===== src/rtl/alu_regfile_sequencer_pkg.sv =====
// alu_regfile_sequencer_pkg: shared widths, opcode type and sequencer states
package alu_regfile_sequencer_pkg;
   localparam int REGFILE_WIDTH      = 16;
   localparam int REGFILE_ADDR_WIDTH = 4;
   localparam int ALU_OP_WIDTH       = 4;
   typedef logic [ALU_OP_WIDTH-1:0] aluop_t;
   typedef enum logic [1:0] {IDLE, READ, EXEC, WB} seq_state_t;
endpackage


===== src/rtl/alu_regfile_sequencer_if.sv =====
// alu_regfile_sequencer_if: command, host-load, register-file and ALU signals around the sequencer
interface alu_regfile_sequencer_if
   import alu_regfile_sequencer_pkg::*;
#(
   parameter int DATA_W = REGFILE_WIDTH,
   parameter int ADDR_W = REGFILE_ADDR_WIDTH,
   parameter int OP_W   = ALU_OP_WIDTH
);
   logic              Cmd_valid, Cmd_ready;
   logic [OP_W-1:0]   Cmd_op;
   logic [ADDR_W-1:0] Cmd_dst, Cmd_src1, Cmd_src2;
   logic              Load_valid, Load_ready;
   logic [ADDR_W-1:0] Load_addr;
   logic [DATA_W-1:0] Load_data;
   logic [ADDR_W-1:0] Read_Addr_1, Read_Addr_2, Write_Addr;
   logic [DATA_W-1:0] Rf_Data_1, Rf_Data_2, Data_In;
   logic              Write_enable;
   logic [DATA_W-1:0] Alu_A, Alu_B, Alu_result;
   logic [OP_W-1:0]   Alu_op;
   logic              Alu_start, Alu_done, Done, Err;
   modport slave (
      input  Cmd_valid, Cmd_op, Cmd_dst, Cmd_src1, Cmd_src2,
      input  Load_valid, Load_addr, Load_data,
      input  Rf_Data_1, Rf_Data_2, Alu_done, Alu_result,
      output Cmd_ready, Load_ready, Read_Addr_1, Read_Addr_2, Write_Addr, Data_In, Write_enable,
      output Alu_A, Alu_B, Alu_op, Alu_start, Done, Err
   );
   modport master (
      output Cmd_valid, Cmd_op, Cmd_dst, Cmd_src1, Cmd_src2,
      output Load_valid, Load_addr, Load_data,
      output Rf_Data_1, Rf_Data_2, Alu_done, Alu_result,
      input  Cmd_ready, Load_ready, Read_Addr_1, Read_Addr_2, Write_Addr, Data_In, Write_enable,
      input  Alu_A, Alu_B, Alu_op, Alu_start, Done, Err
   );
endinterface


===== src/rtl/alu_wdog_timer.sv =====
// alu_wdog_timer: counts EXEC cycles since Alu_start and flags the last allowed one
module alu_wdog_timer #(
   parameter int LIMIT = 16
) (
   input  logic Clock,
   input  logic Reset_n,
   input  logic clr_i,
   input  logic en_i,
   output logic exp_o
);
   localparam int W = $clog2(LIMIT + 1);
   logic [W-1:0] cnt_q, cnt_d;
   // the launch cycle itself counts as the first EXEC cycle, so a clear loads 1
   always_comb cnt_d = clr_i ? W'(1) : en_i ? cnt_q + W'(1) : cnt_q;
   // cycle counter register
   always_ff @(posedge Clock or negedge Reset_n)
      if (!Reset_n) cnt_q <= '0;
      else cnt_q <= cnt_d;
   assign exp_o = en_i && !clr_i && cnt_q == W'(LIMIT - 1);
endmodule


===== src/rtl/alu_regfile_sequencer.sv =====
// alu_regfile_sequencer: runs dst <= src1 OP src2 through the register file and a multi-cycle ALU, sharing the write port with host loads
module alu_regfile_sequencer
   import alu_regfile_sequencer_pkg::*;
#(
   parameter int DATA_W         = REGFILE_WIDTH,
   parameter int ADDR_W         = REGFILE_ADDR_WIDTH,
   parameter int OP_W           = ALU_OP_WIDTH,
   parameter int TIMEOUT_CYCLES = 16,
   parameter bit ZERO_REG_WP    = 1'b0
) (
   input logic Clock,
   input logic Reset_n,
   alu_regfile_sequencer_if.slave bus
);
   seq_state_t        state_q;
   logic [OP_W-1:0]   op_q, alu_op_q;
   logic [ADDR_W-1:0] dst_q, ra1_q, ra2_q, wa_d;
   logic [DATA_W-1:0] a_q, b_q, res_q;
   logic              start_q, done_q, wb_d, hit_d, tmo, wr_d;
   alu_wdog_timer #(.LIMIT(TIMEOUT_CYCLES)) u_wdog (
      .Clock   (Clock),
      .Reset_n (Reset_n),
      .clr_i   (start_q),
      .en_i    (state_q == EXEC),
      .exp_o   (tmo)
   );
   // writeback owns the write port; otherwise an accepted host load drives it
   always_comb begin
      wb_d  = state_q == WB;
      hit_d = state_q == EXEC && !start_q && bus.Alu_done;
      wa_d  = wb_d ? dst_q : bus.Load_addr;
      wr_d  = wb_d || (bus.Load_valid && bus.Load_ready);
   end
   // instruction sequencer: IDLE -> READ -> EXEC -> WB -> IDLE, timeout drops back to IDLE
   always_ff @(posedge Clock or negedge Reset_n)
      if (!Reset_n) begin
         state_q  <= IDLE;
         op_q     <= '0;
         alu_op_q <= '0;
         dst_q    <= '0;
         ra1_q    <= '0;
         ra2_q    <= '0;
         a_q      <= '0;
         b_q      <= '0;
         res_q    <= '0;
         start_q  <= 1'b0;
         done_q   <= 1'b0;
      end else begin
         start_q <= 1'b0;
         done_q  <= 1'b0;
         case (state_q)
            IDLE: if (bus.Cmd_valid) begin
               op_q    <= bus.Cmd_op;
               dst_q   <= bus.Cmd_dst;
               ra1_q   <= bus.Cmd_src1;
               ra2_q   <= bus.Cmd_src2;
               state_q <= READ;
            end
            READ: begin
               a_q      <= bus.Rf_Data_1;
               b_q      <= bus.Rf_Data_2;
               alu_op_q <= op_q;
               start_q  <= 1'b1;
               state_q  <= EXEC;
            end
            EXEC: if (hit_d) begin
               res_q   <= bus.Alu_result;
               done_q  <= 1'b1;
               state_q <= WB;
            end else if (tmo) state_q <= IDLE;
            WB: state_q <= IDLE;
            default: state_q <= IDLE;
         endcase
      end
   assign bus.Cmd_ready    = Reset_n && state_q == IDLE;
   assign bus.Load_ready   = Reset_n && !wb_d;
   assign bus.Read_Addr_1  = ra1_q;
   assign bus.Read_Addr_2  = ra2_q;
   assign bus.Write_Addr   = wa_d;
   assign bus.Data_In      = wb_d ? res_q : bus.Load_data;
   assign bus.Write_enable = wr_d && !(ZERO_REG_WP && wa_d == '0);
   assign bus.Alu_A        = a_q;
   assign bus.Alu_B        = b_q;
   assign bus.Alu_op       = alu_op_q;
   assign bus.Alu_start    = start_q;
   assign bus.Done         = done_q;
   assign bus.Err          = state_q == EXEC && tmo && !hit_d;
endmodule


===== src/flat_wrapper.sv =====
// flat-port wrapper written by rule: the top's interface ports become plain ports
module alu_regfile_sequencer_flat import alu_regfile_sequencer_pkg::*;
#(
   parameter int DATA_W         = REGFILE_WIDTH,
   parameter int ADDR_W         = REGFILE_ADDR_WIDTH,
   parameter int OP_W           = ALU_OP_WIDTH,
   parameter int TIMEOUT_CYCLES = 16,
   parameter bit ZERO_REG_WP    = 1'b0
)
  (Clock, Reset_n, bus_Cmd_valid, bus_Cmd_op, bus_Cmd_dst, bus_Cmd_src1, bus_Cmd_src2, bus_Load_valid, bus_Load_addr, bus_Load_data, bus_Rf_Data_1, bus_Rf_Data_2, bus_Alu_done, bus_Alu_result, bus_Cmd_ready, bus_Load_ready, bus_Read_Addr_1, bus_Read_Addr_2, bus_Write_Addr, bus_Data_In, bus_Write_enable, bus_Alu_A, bus_Alu_B, bus_Alu_op, bus_Alu_start, bus_Done, bus_Err);
  alu_regfile_sequencer_if #(.DATA_W(DATA_W), .ADDR_W(ADDR_W), .OP_W(OP_W)) bus_i ();
  input logic Clock;
  input logic Reset_n;
  input wire logic [$bits(bus_i.Cmd_valid)-1:0] bus_Cmd_valid;
  input wire logic [$bits(bus_i.Cmd_op)-1:0] bus_Cmd_op;
  input wire logic [$bits(bus_i.Cmd_dst)-1:0] bus_Cmd_dst;
  input wire logic [$bits(bus_i.Cmd_src1)-1:0] bus_Cmd_src1;
  input wire logic [$bits(bus_i.Cmd_src2)-1:0] bus_Cmd_src2;
  input wire logic [$bits(bus_i.Load_valid)-1:0] bus_Load_valid;
  input wire logic [$bits(bus_i.Load_addr)-1:0] bus_Load_addr;
  input wire logic [$bits(bus_i.Load_data)-1:0] bus_Load_data;
  input wire logic [$bits(bus_i.Rf_Data_1)-1:0] bus_Rf_Data_1;
  input wire logic [$bits(bus_i.Rf_Data_2)-1:0] bus_Rf_Data_2;
  input wire logic [$bits(bus_i.Alu_done)-1:0] bus_Alu_done;
  input wire logic [$bits(bus_i.Alu_result)-1:0] bus_Alu_result;
  output wire logic [$bits(bus_i.Cmd_ready)-1:0] bus_Cmd_ready;
  output wire logic [$bits(bus_i.Load_ready)-1:0] bus_Load_ready;
  output wire logic [$bits(bus_i.Read_Addr_1)-1:0] bus_Read_Addr_1;
  output wire logic [$bits(bus_i.Read_Addr_2)-1:0] bus_Read_Addr_2;
  output wire logic [$bits(bus_i.Write_Addr)-1:0] bus_Write_Addr;
  output wire logic [$bits(bus_i.Data_In)-1:0] bus_Data_In;
  output wire logic [$bits(bus_i.Write_enable)-1:0] bus_Write_enable;
  output wire logic [$bits(bus_i.Alu_A)-1:0] bus_Alu_A;
  output wire logic [$bits(bus_i.Alu_B)-1:0] bus_Alu_B;
  output wire logic [$bits(bus_i.Alu_op)-1:0] bus_Alu_op;
  output wire logic [$bits(bus_i.Alu_start)-1:0] bus_Alu_start;
  output wire logic [$bits(bus_i.Done)-1:0] bus_Done;
  output wire logic [$bits(bus_i.Err)-1:0] bus_Err;
  assign bus_i.Cmd_valid = bus_Cmd_valid;
  assign bus_i.Cmd_op = bus_Cmd_op;
  assign bus_i.Cmd_dst = bus_Cmd_dst;
  assign bus_i.Cmd_src1 = bus_Cmd_src1;
  assign bus_i.Cmd_src2 = bus_Cmd_src2;
  assign bus_i.Load_valid = bus_Load_valid;
  assign bus_i.Load_addr = bus_Load_addr;
  assign bus_i.Load_data = bus_Load_data;
  assign bus_i.Rf_Data_1 = bus_Rf_Data_1;
  assign bus_i.Rf_Data_2 = bus_Rf_Data_2;
  assign bus_i.Alu_done = bus_Alu_done;
  assign bus_i.Alu_result = bus_Alu_result;
  assign bus_Cmd_ready = bus_i.Cmd_ready;
  assign bus_Load_ready = bus_i.Load_ready;
  assign bus_Read_Addr_1 = bus_i.Read_Addr_1;
  assign bus_Read_Addr_2 = bus_i.Read_Addr_2;
  assign bus_Write_Addr = bus_i.Write_Addr;
  assign bus_Data_In = bus_i.Data_In;
  assign bus_Write_enable = bus_i.Write_enable;
  assign bus_Alu_A = bus_i.Alu_A;
  assign bus_Alu_B = bus_i.Alu_B;
  assign bus_Alu_op = bus_i.Alu_op;
  assign bus_Alu_start = bus_i.Alu_start;
  assign bus_Done = bus_i.Done;
  assign bus_Err = bus_i.Err;
  alu_regfile_sequencer #(.DATA_W(DATA_W), .ADDR_W(ADDR_W), .OP_W(OP_W), .TIMEOUT_CYCLES(TIMEOUT_CYCLES), .ZERO_REG_WP(ZERO_REG_WP)) u_core (.Clock(Clock), .Reset_n(Reset_n), .bus(bus_i));
endmodule

===== config.mk =====
export PLATFORM = sky130hd
export DESIGN_NAME = alu_regfile_sequencer_flat
export DESIGN_NICKNAME = d
export VERILOG_FILES = /design/src/rtl/alu_regfile_sequencer_pkg.sv /design/src/rtl/alu_regfile_sequencer_if.sv /design/src/rtl/alu_wdog_timer.sv /design/src/rtl/alu_regfile_sequencer.sv /design/src/flat_wrapper.sv
export SDC_FILE = /design/constraint.sdc
export NUM_CORES = 1
export LEC_CHECK = 0
export ABC_AREA = 0
export CAP_MARGIN = 20
export CORE_MARGIN = 5
export CORE_UTILIZATION = 44
export DETAILED_ROUTE_END_ITERATION = 16
export PLACE_DENSITY = 0.95
export SYNTH_ARGS = -nofsm -noshare
export SYNTH_HDL_FRONTEND = slang
export SYNTH_SLANG_ARGS = --single-unit

===== constraint.sdc =====
create_clock -name Clock -period 5.3 [get_ports Clock]
set_input_delay 1.06 -clock Clock [delete_from_list [all_inputs] [get_ports Clock]]
set_output_delay 1.06 -clock Clock [all_outputs]
set_load 0.05 [all_outputs]

-- Word level (Yosys, flattened, before mapping)
Index checks and enable logic that the tools add are counted.
- $add $sub $neg: 1
- equal/unequal tests: 6
- muxes and demuxes: 11
- reduce and logical (&&, ||, !) cells: 17
- operators by type and width (operator ; number):
    $mux 16 ; 1
    $mux 5 ; 2
    $logic_and 1x1->1 ; 8
    $pmux 2 s4 ; 1
    $mux 2 ; 3
    $reduce_and 2->1 ; 3
    $add 5x1->5 const B ; 1
    $eq 5x4->1 const B ; 1
    $eq 2x2->1 const B ; 2
    $mux 4 ; 1
    $logic_not 1->1 ; 3
    $mux 1 ; 3
    $ne 3x1->1 const B ; 1
    $eq 2x1->1 const B ; 1
    $logic_not 2->1 ; 1
    $ne 2x2->1 const B ; 1
    $reduce_bool 2->1 ; 1
    $logic_or 1x1->1 ; 1
- bits in registers: 77
- bits of input ports: 89
- output and inout port bits: 70
- logic and storage cells: 47

-- Longest topological paths before layout
Gate-level depths: netlist of the first run.
- depth in word-level cells: 6
- gate-level depth with buffers: 6

-- Cells and area by module
A second synthesis of the first run with hierarchy kept.
- cell total of the unflattened synthesis: 210
- area total of the unflattened synthesis: 3253.1 µm²
- modules (own cells, without submodules) (module ; times used ; cells an instance ; area each (µm²)):
    alu_regfile_sequencer ; 1 ; 185 ; 2965.3
    alu_wdog_timer ; 1 ; 25 ; 287.8

-- Least setup slack after synthesis of the first run
No wires, ideal clock.
- path type: input-to-output
- from: in Reset_n
- to: out bus_Cmd_ready
- arrival time: 2.206 ns
- required time: 4.240 ns
- path slack: 2.034 ns
- cell stages on the path: 1
- buffers on the path: 0
- cells stage by stage: nor3b_1
- longest elaborated chain between the ends: 1
- ends and longest elaborated chain (what ; line ; source):
    start: declaration ; flat_wrapper.sv:13 ; input logic Reset_n;
    $logic_and 1x1->1 ; alu_regfile_sequencer.sv:75 ; assign bus.Cmd_ready = Reset_n && state_q == IDLE;
    end: declaration ; flat_wrapper.sv:26 ; output wire logic [$bits(bus_i.Cmd_ready)-1:0] bus_Cmd_ready;
No other way between the ends.

-- Worst setup path after layout of the first run
- from: reg u_core.state_q[1]
- to: out bus_Write_Addr[1]
- longest elaborated chain between the ends: 2
- ends and longest elaborated chain (what ; line ; source):
    start: declaration ; alu_regfile_sequencer.sv:15 ; seq_state_t state_q;
    start signal: assignment ; alu_regfile_sequencer.sv:37 ; state_q <= IDLE;
    start signal: assignment ; alu_regfile_sequencer.sv:57 ; state_q <= READ;
    start signal: assignment ; alu_regfile_sequencer.sv:64 ; state_q <= EXEC;
    $eq 2x2->1 ; alu_regfile_sequencer.sv:29 ; wb_d = state_q == WB;
    $mux 4 ; alu_regfile_sequencer.sv:31 ; wa_d = wb_d ? dst_q : bus.Load_addr;
    end: declaration ; flat_wrapper.sv:30 ; output wire logic [$bits(bus_i.Write_Addr)-1:0] bus_Write_Addr;
No other way between the ends.

==> flow_metrics.tcl, run 1 <==
set metrics [dict create \
    multiInputGateArea_mm2 0.00126 \
    synthArstFlopShare_pct 100 \
    clkTransAtPathRegs_ps 80 \
    path_max_fanout 22 \
    gp_congestion 0.668 \
    grt_pass1_vias 2496 \
    period_minus_slack_ps 3800 \
    crit_start "u_core.state_q[1]" \
    drt-vias-per-instance 4.84 \
    port_buffers 158 \
    setup_viol 0 \
    synth.most_common_cell "mux2_2" \
    vias 2287 \
    slew_headroom_pct 32.2 \
    timing.rr.start "u_core.state_q[1]" \
    overflow 0 \
    cts_tree "done" \
    ys.warnings.count 0 \
    drv_slew 0 \
    cp-endpoint "bus_Write_Addr[1]" \
    clockRootBuffer "clkbuf_8" \
    drtAntennaViolNets 0 \
    synthTopCellsByCount "mux2_2, dfrtp_1, mux2_4" \
    rows 31 \
    status "finished, final reports clean" \
    io_pins 159 \
    wl_um 8140 \
    tns_ps 0 \
    synth-seq-area-share_pct 59.0 \
    grt_pass1_wl_um 12400 \
    drc_errors 0 \
    vdd_drop_max_v 0.000414 \
    synthDistinctLibCells 30 \
    routedWlPerCell_um 17.2 \
    synth_area_mm2 0.00327 \
    synth_edf_count 0 \
    rrSetupSlack_ps 3210 \
    hold_viol_final 0 \
    synth_area_leaders "dfrtp_1, mux2_2, mux2_4, buf_2, ha_1" \
    cts_hold_buf 0 \
    start_util_pct 45.0 \
    endpoint_kind "primary output" \
    htree_levels 3 \
    core_area_mm2 0.00725 \
    die_h_um 96.2 \
    yosys.area.top_type "dfrtp_1" \
    synth.avg_cell_area_um2 15.6 \
    setup.worst_path.class "reg2out" \
    antennaDiodeCount 0 \
    drv_cap 0 \
    final_nets 460 \
    clock_skew_ps 9.34 \
    worstMarginPinSlew_ps 1010 \
    ys.flop_type "dfrtp_1" \
    fill_cells 508 \
    cts_buffers 9 \
    grt_use_total_pct 17.7 \
    cts_sinks 77 \
    die_x_um 96.2 \
    drive_gt1_share_pct 29.7 \
    synth_top_area_share_pct 59.0 \
    post_cts_resized 0 \
    post-route-period-util_pct 71.8 \
    hp-class "reg2reg" \
    syn-num-nets 300 \
    fin_util_pct 70.4 \
    rr_worst_depth 3 \
    synthToLayoutAreaGrowth_pct 56.3 \
    r2r-end "u_core.res_q[15]" \
    cp.required_ps 4240 \
    drtIter0Drc 22 \
    power_density_mw_per_mm2 678 \
    drtPass1Iterations 4 \
    post-cts-setup-buffer-count 0 \
    syn-instance-count 209 \
    hpwlAfterDp_um 6110 \
    p_leak_nw 2.10 \
    cts_buffer_depth 2 \
    critPathLaunchType "flop" \
    grt_start_max_net_pins 56 \
    cp_data_arrival_time_ps 2740 \
    synth-seq-cells 77 \
    seq_area_mm2 0.00193 \
    worstSkewPairLatency_ps 340 \
    antenna_found_initial 0 \
    fmax_ghz 0.263 \
    rsz0062_at_grt "false" \
    dieArea_mm2 0.00925 \
    worst_hold_slack_ps 507 \
]
[metrics by stage]
stage                     power (mW)  setup slack (ps)  std cells  cell area [um^2]
after floorplan                 2.42              2030        209              3270
after global placement          3.00              1540        457              4910
after detailed placement        3.07              1520        457              4910
after CTS                       3.51              1460        473              5100
after global routing            3.64              1350        473              5100
final                           3.46              1500        473              5100
[logic make-up after synthesis]
family                     synth area share [%]
xor gates and xnor gates                  0.536
muxes                                      31.7
buffers and inverters                      2.53
AOI/OAI and AO/OA                         0.842
DFF                                        59.0
adders and majority gates                 0.766
and+or+nand+nor                            4.67
[area by class of cell]
class	count	share of cell area, %
well taps	99	2.43
inverters	1	0.0735
multi-input cells	120	24.8
flip-flops and latches	77	37.7
repair buffers	160	31.2
clock buffers	10	2.50
clock inverters	6	1.25
[how the worst min path moves through the flow]
stage	from	to	cells after the start	slack, ps
after floorplan	u_core.op_q[2]	u_core.op_q[2]	1	470
after detailed placement	u_core.bus.Alu_A[15]	u_core.bus.Alu_A[15]	1	490
after global routing	u_core.res_q[6]	u_core.res_q[6]	1	530
after CTS	u_core.bus.Read_Addr_2[1]	u_core.bus.Read_Addr_2[1]	1	510
final	u_core.bus.Read_Addr_2[1]	u_core.bus.Read_Addr_2[1]	1	510
after global placement	u_core.op_q[3]	u_core.op_q[3]	1	480
[worst max-delay path: stages, from the launching register on]
cell,delay [ps]
dfrtp_1,560
nand2_1,610
mux2_2,420
clkdlybuf4s50_1,810
[metal layers]
layer / track usage [%] / up-vias / routed length, um
li1: - / 1052 / -
met1: 19.8 / 1108 / 3030
met2: 29.6 / 116 / 3960
met3: 7.82 / 11 / 1010
met4: 6.87 / 0 / 125
met5: 0 / - / 0
[registers in the layout (all words and copies together), names as in the netlist]
name,flops
u_core.dst_q,4
u_core.bus.Read_Addr_1,4
u_core.bus.Done,1
u_core.bus.Alu_start,1
u_core.bus.Read_Addr_2,4
u_core.bus.Alu_op,4
u_core.u_wdog.cnt_q,5
u_core.bus.Alu_A,16
u_core.bus.Alu_B,16
u_core.op_q,4
u_core.res_q,16
u_core.state_q,2
[report_power, final]
group	leakage, nW	total [mW]	switching [mW]	internal [mW]
combinational	1.09	1.97	1.15	0.820
clock	0.0923	0.427	0.211	0.217
sequential	0.917	1.06	0.181	0.883
[placed cells by master (no fill, tap or decap), drive strengths merged, types with 3 or more instances in the layout]
cell type,count
mux2,88
clkdlybuf4s50,157
a21oi,3
buf,3
clkbuf,10
nor3b,4
dfrtp,77
nand2,4
nand2b,3
clkinv,3
No activity file was read; power rests on OpenSTA's default activity.
==> run 2: changes to the inputs <==
--- a/config.mk
+++ b/config.mk
@@ -8,9 +8,9 @@
 export ABC_AREA = 0
 export CAP_MARGIN = 20
 export CORE_MARGIN = 5
-export CORE_UTILIZATION = 44
+export CORE_UTILIZATION = 41
 export DETAILED_ROUTE_END_ITERATION = 16
-export PLACE_DENSITY = 0.95
+export PLACE_DENSITY = 0.9
 export SYNTH_ARGS = -nofsm -noshare
 export SYNTH_HDL_FRONTEND = slang
 export SYNTH_SLANG_ARGS = --single-unit
==> constraint.sdc (replaced) <==
create_clock -name Clock -period 3.8 [get_ports Clock]
set_input_delay 0.76 -clock Clock [delete_from_list [all_inputs] [get_ports Clock]]
set_output_delay 0.76 -clock Clock [all_outputs]
set_load 0.05 [all_outputs]
==> run 2 against run 1 <==
  * Register-to-register slack got worse by 1300 ps
  * Via count decreased by 1.1%
  * Non-clock buffer count increased by 2
  * Die area increased by 6.6%
  * Critical path type unchanged
==> flow_metrics.tcl, run 2 (synthesis results as in run 1) <==
set metrics [dict create \
    rows 32 \
    drtPass1Iterations 3 \
    overflow 0 \
    post_cts_resized 0 \
    crit_chain "nand2_1 > mux2_2 > clkdlybuf4s50_1" \
    endpoint_kind "primary output" \
    fill_cells 558 \
    vias 2262 \
    fmax_ghz 0.286 \
    layout_common_cells "clkdlybuf4s50_1, mux2_2, dfrtp_1" \
    power_density_mw_per_mm2 959 \
    cp_data_arrival_time_ps 2740 \
    synthToLayoutAreaGrowth_pct 58.3 \
    hpwlAfterDp_um 6060 \
    antenna_found_initial 0 \
    htree_levels 3 \
    port_buffers 158 \
    rsz0062_at_grt "false" \
    crit_cells 3 \
    cts_buffers 9 \
    cts_buffer_depth 2 \
    die_x_um 99.3 \
    vdd_drop_max_v 0.000645 \
    clkTransAtPathRegs_ps 80 \
    grt_pass1_wl_um 12400 \
    crit_start "u_core.state_q[1]" \
    cts_tree "done" \
    worstMarginPinSlew_ps 1030 \
    cts_hold_buf 0 \
    status "finished, final reports clean" \
    grt_pass1_vias 2470 \
    drtIter0Drc 23 \
    critPathLaunchType "flop" \
    power_mw 4.96 \
    hold_viol_final 0 \
    io_pins 159 \
    antennaDiodeCount 0 \
    post-route-period-util_pct 92.2 \
    grt_use_total_pct 16.0 \
    wl_um 7880 \
    rrSetupSlack_ps 1860 \
    drt-vias-per-instance 4.73 \
    rr_worst_depth 2 \
    cts_sinks 77 \
    place_ws_ps 628 \
    start_util_pct 42.3 \
    fin_ws_ps 298 \
    final_nets 462 \
    post-cts-setup-buffer-count 0 \
    dieArea_mm2 0.00985 \
    clockRootBuffer "clkbuf_8" \
    setup_viol 0 \
    layout_commonest_cell "clkdlybuf4s50_1" \
    drive_gt1_share_pct 30.1 \
    cp-endpoint "bus_Data_In[4]" \
    critical_path_buf_inv_count 1 \
    drv_slew 0 \
    worstSkewPairLatency_ps 340 \
    drv_cap 0 \
    p_leak_nw 2.13 \
    die_h_um 99.3 \
    critPathTopFamily "buffers and inverters" \
    cp.required_ps 3040 \
    drc_errors 0 \
    timing.rr.start "u_core.state_q[1]" \
    path_max_fanout 22 \
    gp_congestion 0.792 \
    setup.worst_path.class "reg2out" \
    hp-class "in2async" \
    clock_skew_ps 11.1 \
    grt_start_max_net_pins 39 \
    crit_slowest_cell "clkdlybuf4s50_1" \
    drtAntennaViolNets 0 \
    r2r-end "u_core.bus.Alu_B[14]" \
    core_area_mm2 0.00773 \
    slew_headroom_pct 30.9 \
    tns_ps 0 \
    period_minus_slack_ps 3500 \
    routedWlPerCell_um 16.5 \
    max_stage_delay_ps 820 \
]
run 2: cell count changes in the layout (fill, tap and decap cells not counted):
cell / previous run / this run
buf_4: 3 / 5
clkinvlp_4: 2 / 1
bufinv_16: 1 / 3
clkinv_2: 2 / 1
run 2: final cells by class:
class / instances / area, um^2 / area share, %
clock inverters: 6 / 111 / 2.15
well taps: 102 / 128 / 2.47
flip-flops and latches: 77 / 1930 / 37.3
multi-input cells: 120 / 1260 / 24.5
clock buffers: 10 / 128 / 2.47
inverters: 1 / 3.75 / 0.0726
repair buffers: 162 / 1610 / 31.1
run 2: where the power goes:
group          switching (mW)  internal (mW)  total (mW)
Sequential              0.247           1.23        1.48
Combinational            1.60           1.15        2.75
Clock                   0.295          0.437       0.732
run 2: per-layer routing:
metal	part of all wire [%]	track usage, %	vias to the layer above
li1	-	-	1057
met1	39	18.4	1093
met2	50	27.0	104
met3	9.8	6.31	8
met4	1.1	5.99	0
met5	0	0	-
run 2: how the worst min path moves through the flow:
| stage | slack [ps] | endpoint | depth (start not counted) |
|---|---|---|---|
| global route | 220 | u_core.res_q[6] | 1 |
| floorplan | 460 | u_core.bus.Alu_A[0] | 0 |
| CTS | 220 | u_core.res_q[7] | 1 |
| finish | 240 | u_core.res_q[7] | 1 |
| detailed placement | 490 | u_core.bus.Alu_B[0] | 1 |
| global placement | 480 | u_core.bus.Alu_op[3] | 1 |
run 2: stage by stage:
stage,area (um^2),std cells,hold slack [ps],util [%]
3_3_place_gp,4930,462,483,63.8
3_5_place_dp,4930,462,495,63.8
6_report,5170,478,240,66.9
4_1_cts,5170,478,222,66.9
2_1_floorplan,3270,209,464,-
5_1_grt,5170,478,217,66.9
